==> src/rtl/wallace_mult4.sv <==
`default_nettype none
//------------------------------------------------------------------------------
// Module   : wallace_mult4 (with helper cells wallace_mult4_ha, wallace_mult4_fa)
// Purpose  : 4x4 unsigned multiplier built as a hand-structured Wallace tree.
//            The design forms an AND-array of partial products. Two layers of
//            3:2 / 2:2 counters reduce every column to two bits. A ripple-carry
//            adder then produces the 8-bit product.
//            The product is available combinationally on prod. A registered
//            copy (prod_q) with a valid flag (out_valid) is also provided.
// Ports    : clk       in   1  system clock, rising edge
//            rst       in   1  synchronous active-high reset
//            a         in   4  unsigned multiplicand
//            b         in   4  unsigned multiplier
//            in_valid  in   1  qualifies a/b for the registered path
//            prod      out  8  combinational product a*b
//            prod_q    out  8  registered product, one cycle after capture
//            out_valid out  1  registered in_valid, qualifies prod_q
// Revision : 1.0 - initial release
//------------------------------------------------------------------------------

//------------------------------------------------------------------------------
// Half adder (2:2 counter)
//------------------------------------------------------------------------------
module wallace_mult4_ha (
  input  logic i_x,
  input  logic i_y,
  output logic o_s,
  output logic o_c
);
  assign o_s = i_x ^ i_y;
  assign o_c = i_x & i_y;
endmodule

//------------------------------------------------------------------------------
// Full adder (3:2 counter)
//------------------------------------------------------------------------------
module wallace_mult4_fa (
  input  logic i_x,
  input  logic i_y,
  input  logic i_z,
  output logic o_s,
  output logic o_c
);
  assign o_s = i_x ^ i_y ^ i_z;
  assign o_c = (i_x & i_y) | (i_x & i_z) | (i_y & i_z);
endmodule

//------------------------------------------------------------------------------
// Top: Wallace-tree multiplier
//------------------------------------------------------------------------------
module wallace_mult4 (
  input  logic       clk,
  input  logic       rst,
  input  logic [3:0] a,
  input  logic [3:0] b,
  input  logic       in_valid,
  output logic [7:0] prod,
  output logic [7:0] prod_q,
  output logic       out_valid
);

  // w_pp[i][j] = a[j] & b[i], weight 2^(i+j)
  logic [3:0][3:0] w_pp;

  for (genvar gi = 0; gi < 4; gi++) begin : g_pp_row
    for (genvar gj = 0; gj < 4; gj++) begin : g_pp_col
      assign w_pp[gi][gj] = a[gj] & b[gi];
    end
  end

  // Stage 1. Naming: w_st1_sK is a sum kept in column K. w_st1_cK is the
  // carry out of column K, which moves into column K+1.
  // Heights in : 1 2 3 4 3 2 1  (columns 0..6)
  // Heights out: 1 1 2 3 2 2 2  (column 3 keeps pp[3][0] as its third bit)
  logic w_st1_s1, w_st1_c1;
  logic w_st1_s2, w_st1_c2;
  logic w_st1_s3, w_st1_c3;
  logic w_st1_s4, w_st1_c4;
  logic w_st1_s5, w_st1_c5;

  wallace_mult4_ha u_st1_col1 (
    .i_x(w_pp[0][1]), .i_y(w_pp[1][0]),
    .o_s(w_st1_s1),   .o_c(w_st1_c1)
  );
  wallace_mult4_fa u_st1_col2 (
    .i_x(w_pp[0][2]), .i_y(w_pp[1][1]), .i_z(w_pp[2][0]),
    .o_s(w_st1_s2),   .o_c(w_st1_c2)
  );
  wallace_mult4_fa u_st1_col3 (
    .i_x(w_pp[0][3]), .i_y(w_pp[1][2]), .i_z(w_pp[2][1]),
    .o_s(w_st1_s3),   .o_c(w_st1_c3)
  );
  wallace_mult4_fa u_st1_col4 (
    .i_x(w_pp[1][3]), .i_y(w_pp[2][2]), .i_z(w_pp[3][1]),
    .o_s(w_st1_s4),   .o_c(w_st1_c4)
  );
  wallace_mult4_ha u_st1_col5 (
    .i_x(w_pp[2][3]), .i_y(w_pp[3][2]),
    .o_s(w_st1_s5),   .o_c(w_st1_c5)
  );

  // Stage 2 brings column 3 down from 3 bits to 1. Columns 4..6 are each
  // half-added so that the incoming carries do not push any column back
  // above two bits.
  // Heights out: 1 1 2 1 2 2 2 1  (columns 0..7)
  logic w_st2_s3, w_st2_c3;
  logic w_st2_s4, w_st2_c4;
  logic w_st2_s5, w_st2_c5;
  logic w_st2_s6, w_st2_c6;

  wallace_mult4_fa u_st2_col3 (
    .i_x(w_st1_s3), .i_y(w_pp[3][0]), .i_z(w_st1_c2),
    .o_s(w_st2_s3), .o_c(w_st2_c3)
  );
  wallace_mult4_ha u_st2_col4 (
    .i_x(w_st1_s4), .i_y(w_st1_c3),
    .o_s(w_st2_s4), .o_c(w_st2_c4)
  );
  wallace_mult4_ha u_st2_col5 (
    .i_x(w_st1_s5), .i_y(w_st1_c4),
    .o_s(w_st2_s5), .o_c(w_st2_c5)
  );
  wallace_mult4_ha u_st2_col6 (
    .i_x(w_pp[3][3]), .i_y(w_st1_c5),
    .o_s(w_st2_s6),   .o_c(w_st2_c6)
  );

  // Two rows for the carry-propagate adder. Empty positions are tied to 0.
  logic [7:0] w_row0;
  logic [7:0] w_row1;

  assign w_row0 = {w_st2_c6, w_st2_s6, w_st2_s5, w_st2_s4,
                   w_st2_s3, w_st1_s2, w_st1_s1, w_pp[0][0]};
  assign w_row1 = {1'b0, w_st2_c5, w_st2_c4, w_st2_c3,
                   1'b0, w_st1_c1, 1'b0, 1'b0};

  // Ripple-carry adder for bits 0..6. Bit 7 needs only its sum, because the
  // product never exceeds 225 and so the carry out of bit 7 is always zero.
  logic [7:0] w_cy;
  logic [6:0] w_sum;

  assign w_cy[0] = 1'b0;

  for (genvar gk = 0; gk < 7; gk++) begin : g_cpa
    wallace_mult4_fa u_cpa_fa (
      .i_x(w_row0[gk]), .i_y(w_row1[gk]), .i_z(w_cy[gk]),
      .o_s(w_sum[gk]),  .o_c(w_cy[gk+1])
    );
  end

  assign prod = {w_row0[7] ^ w_row1[7] ^ w_cy[7], w_sum};

  // Registered copy for same-domain pipelined consumers
  logic [7:0] r_prod_q;
  logic       r_out_valid;

  always_ff @(posedge clk) begin
    if (rst) begin
      r_prod_q    <= 8'h00;
      r_out_valid <= 1'b0;
    end else begin
      r_out_valid <= in_valid;
      if (in_valid) begin
        r_prod_q <= prod;
      end
    end
  end

  assign prod_q    = r_prod_q;
  assign out_valid = r_out_valid;

endmodule
`default_nettype wire

==> config.mk <==
export PLATFORM = sky130hd
export DESIGN_NAME = wallace_mult4
export DESIGN_NICKNAME = d
export VERILOG_FILES = /design/src/rtl/wallace_mult4.sv
export SDC_FILE = /design/constraint.sdc
export NUM_CORES = 1
export LEC_CHECK = 0
export CAP_MARGIN = 20
export CORE_MARGIN = 2
export CORE_UTILIZATION = 40
export CTS_CLUSTER_DIAMETER = 120
export DETAILED_ROUTE_END_ITERATION = 16
export PLACE_DENSITY = 0.79
export SETUP_SLACK_MARGIN = 0.02
export SYNTH_ARGS = -nofsm -noshare
export SYNTH_HDL_FRONTEND = slang
export SYNTH_SLANG_ARGS = --single-unit
==> constraint.sdc <==
create_clock -name clk -period 10.1 [get_ports clk]
set_input_delay 1.515 -clock clk [delete_from_list [all_inputs] [get_ports clk]]
set_output_delay 1.515 -clock clk [all_outputs]
set_load 0.1 [all_outputs]
Word level (Yosys, flattened, before mapping)
Cells that the tools add are included.

Bitwise logic cells: 80.

Operator list (number): $and 1x1->1 (44); $xor 1x1->1 (22); $or 1x1->1 (14).

Register bits: 9. Input port bits: 11. Output and inout port bits: 17. Logic and storage cells: 82.

Depth between registers and ports, before layout
Depth in word-level cells: 17. Depth in mapped cells: 12. Mapped depth without buffers: 12.

Modules after synthesis
Synthesis repeated with hierarchy kept, for this count alone.

Cells, all modules: 63. Area total of the unflattened synthesis: 716.9 µm².

By module, submodules not included: wallace_mult4 (times used 1, cells an instance 47, area an instance 434.2 µm², seq. area each 180.2 µm²); wallace_mult4_fa (times used 11, cells an instance 1, area an instance 20.0 µm², seq. area each 0.0 µm²); wallace_mult4_ha (times used 5, cells an instance 1, area an instance 12.5 µm², seq. area each 0.0 µm²).

Worst setup path before layout
Ideal clock, no wire load.

Kind: input -> output. Start: input a[3]. End: output prod[7]. Arrival: 5461 ps. Data required time: 8585 ps. Setup slack: 3124 ps. Stages on the path: 11. Path buffers: 0. Cell sequence: and2_1 > fa_1 > inv_1 > fa_1 > inv_1 > ha_1 > fa_1 > inv_1 > fa_1 > fa_1 > xnor2_1.

Cells in the longest elaborated chain, start to end: 16. Elaborated cells on any way between the ends: 47. Those cells by class: bitwise: 47.

Ends and longest elaborated chain: start: declaration (line 54) `input logic [3:0] a,`; $and 1x1->1 (line 67) `assign w_pp[gi][gj] = a[gj] & b[gi];`; $xor 1x1->1 (2 in a row) (line 44) `assign o_s = i_x ^ i_y ^ i_z;`; $and 1x1->1 or $xor 1x1->1 (tied branches) (line 45, 44); $or 1x1->1 or $xor 1x1->1 (tied branches) (line 45, 44); $or 1x1->1 or $and 1x1->1 (tied branches) (line 45) `assign o_c = (i_x & i_y) | (i_x & i_z) | (i_y & i_z);`; $and 1x1->1 (line 45); $or 1x1->1 (2 in a row) (line 45); $and 1x1->1 (line 45); $or 1x1->1 (2 in a row) (line 45); $and 1x1->1 (line 45); $or 1x1->1 (2 in a row) (line 45); $xor 1x1->1 (*) (line 151) `assign prod = {w_row0[7] ^ w_row1[7] ^ w_cy[7], w_sum};`; end: declaration (line 57) `output logic [7:0] prod,`.

Every way passes the cells marked *; elsewhere a longest branch is shown, timed or not.

Worst setup path after layout
Start: input b[0]. End: output prod[7].

Cells in the longest elaborated chain, start to end: 17. Elaborated cells on any way between the ends: 42. Those cells by class: bitwise: 42.

Ends and longest elaborated chain: start: declaration (line 55) `input logic [3:0] b,`; $and 1x1->1 (line 67); $and 1x1->1 (line 45); $or 1x1->1 (2 in a row) (line 45); $and 1x1->1 (line 45); $or 1x1->1 (2 in a row) (line 45); $and 1x1->1 (line 45); $or 1x1->1 (2 in a row) (line 45); $and 1x1->1 (line 45); $or 1x1->1 (line 45); $or 1x1->1 (*) (line 45); $and 1x1->1 (line 45); $or 1x1->1 (line 45); $or 1x1->1 (*) (line 45); $xor 1x1->1 (*) (line 151).

Marks and branches as above.

==> results_dict.tcl <==
set metrics [dict create \
    ant_nets 0 \
    fin_worst_skew_ns 0 \
    synth-async-reset-ratio_pct 0 \
    avgSynthCellArea_um2 9.74 \
    fin_crit_sh_pct 72.5 \
    synth_ff_type "dfxtp_1" \
    final_core_util_pct 57.6 \
    fin_setup_tns_ns 0 \
    peakVddDrop_mv 0.0747 \
    multi_input_area_um2 467 \
    worst-path-max-fanout 5 \
    synth_common_cells "and2_1, inv_1, dfxtp_1, buf_4" \
    cts_root_buf "clkbuf_4" \
    synth_area_leader_cell "dfxtp_1" \
    h-tree-depth 1 \
    critical_path_arrival_ns 5.81 \
    fin_crit_ns 7.32 \
    cp_slowest_cell "clkdlybuf4s50_1" \
    hold_viol 0 \
    ys_types 18 \
    grt_pass1_vias 531 \
    rows 15 \
    busiest_layer "met2" \
    cts_repair_resize_count 0 \
    outcome "finished clean" \
    synthCells 78 \
    io_pins 28 \
    drt_iter0_drc 9 \
    dr_total_vias 551 \
    antenna_found_initial 0 \
    clock_sinks 9 \
    place_hpwl_um 1100 \
    cp.required_ns 8.59 \
    seq_area_frac_synth_pct 23.7 \
    wl_um 1280 \
    cp_num_buf_inv 5 \
    min_path_type "flop to flop" \
    slew_headroom_pct 35.0 \
    antennaDiodeCount 0 \
    core_area_um2 1760 \
    ctsLongestPathBuffers 2 \
    grt_pass1_wl_um 2130 \
    crit_family "adder cells" \
    whs_ns 0.473 \
    use_met3_pct 2.26 \
    die_area_um2 2260 \
    critPathMaxStageDelay_ns 1.18 \
    use_met1_pct 16.8 \
    dr.pass1.iters 3 \
    insertion_delay_ns 0.25 \
    dieHeight_um 47.6 \
    dp.cells 121 \
    synth_edf_count 0 \
    worstSetupPathType "input pin to primary output" \
    place.gp.congestion 0.739 \
    portBuffers 27 \
    power_density_nw_per_um2 179 \
    area_delta_synth_final_pct 33.8 \
    numCtsBuffers 3 \
    end_kind "primary output" \
    crit_chain "clkdlybuf4s50_1 -> and2_1 -> fa_1 -> inv_1 -> fa_1 -> inv_1 -> ha_1 -> fa_1 -> inv_1 -> fa_1 -> fa_1 -> xnor2_1 -> clkdlybuf4s50_1" \
    synth_top_area_share_pct 23.7 \
    yosysMostFrequentCell "and2_1" \
    grt_overflow 0 \
    path_clk_slew_ns 0.06 \
    cts_setup_buffers 0 \
    use_met2_pct 21.9 \
    wl_per_cell_um 10.2 \
    drv_cap 0 \
    leakagePower_nw 0.453 \
    drive_above_1_share_pct 7.00 \
    synth_warnings 0 \
    totalPowerFinal_w 0.000182 \
    finalMaxSlewViolations 0 \
    cts_tree "done" \
    ys_ff_latch 9 \
    via_per_inst 4.41 \
    synth.area.top_cells "dfxtp_1, fa_1, and2_1" \
    cts_hold_buf 0 \
    track_usage_pct 13.5 \
    fin_cells 125 \
    chipWidth_um 47.6 \
    clock.fmax_ghz 0.137 \
    cpMostUsedCell "fa_1" \
    seq_area_um2 180 \
    finalNetCount 126 \
    synth_area_um2 759 \
    cp-start-kind "input pin" \
    drc 0 \
    syn_nets 103 \
    setup_violations 0 \
    worstMarginPinSlew_ns 0.972 \
    grt_max_degree 13 \
    initial_core_util_pct 43.0 \
    grt_setup_unrepaired "no" \
    n_fill_cell 168 \
]
through the flow:
stage / setup slack [ns] / cell area [um^2]
6_report: 2.78 / 1020
4_1_cts: 2.71 / 1020
2_1_floorplan: 3.12 / 759
3_5_place_dp: 2.73 / 990
3_3_place_gp: 2.83 / 990
5_1_grt: 2.54 / 1020
logic make-up (layout without fill, tap and decap cells):
family,count (synthesis),in the layout,share of synthesized area (%)
flops,9,9,23.7
buf+inv,20,42,14.8
simple gates,26,26,20.1
fa+ha+maj,14,14,30.0
xor+xnor,1,1,1.15
mux,4,4,5.27
compound gates,4,4,4.94
layout make-up:
cell class,instances,area share [%]
repair buffers,27,26.6
well taps,25,3.08
multi-input cells,49,45.9
inverters,11,4.06
flip-flops and latches,9,17.7
clock buffers,4,2.59
layout by cell type (no fill, tap or decap), types with 2 or more instances in the layout:
master	netlist	final
clkdlybuf4s50_1	0	27
nor2_1	6	6
fa_1	7	7
inv_1	11	11
and2_1	15	15
a211oi_2	2	2
mux2i_1	4	4
clkbuf_4	0	3
dfxtp_1	9	9
ha_1	7	7
final timing paths:
path                                 from  cells past startpoint         to  slack, ns
worst max-delay path                 b[0]                     13    prod[7]       2.78
worst min-delay path            prod_q[0]                      2  prod_q[0]       0.47
worst max register to register  prod_q[7]                      2  prod_q[7]       9.38
worst min register to register  prod_q[0]                      2  prod_q[0]       0.47
state kept, by name, summed over array words and instances, names as in the netlist:
register / count
out_valid: 1
prod_q: 8
power breakdown:
part / switching [W] / internal [W] / leakage (nW)
clock network: 0.0000116 / 0.0000152 / 0.0150
registers: 0.00000136 / 0.0000387 / 0.0741
logic: 0.0000862 / 0.0000291 / 0.364
total: 0.0000991 / 0.0000829 / 0.453
worst min-delay path, delay by kind of cell (launching register included):
kind	cells	cell delay [ns]
simple gates	1	0.06
compound gates	1	0.06
flops	1	0.31
routing by layer:
metal | vias up | wire (um)
met4 | 0 | 0
met2 | 16 | 654
met5 | - | 0
met3 | 0 | 55
met1 | 255 | 570
li1 | 280 | -
(Power assumes the default switching activity.)
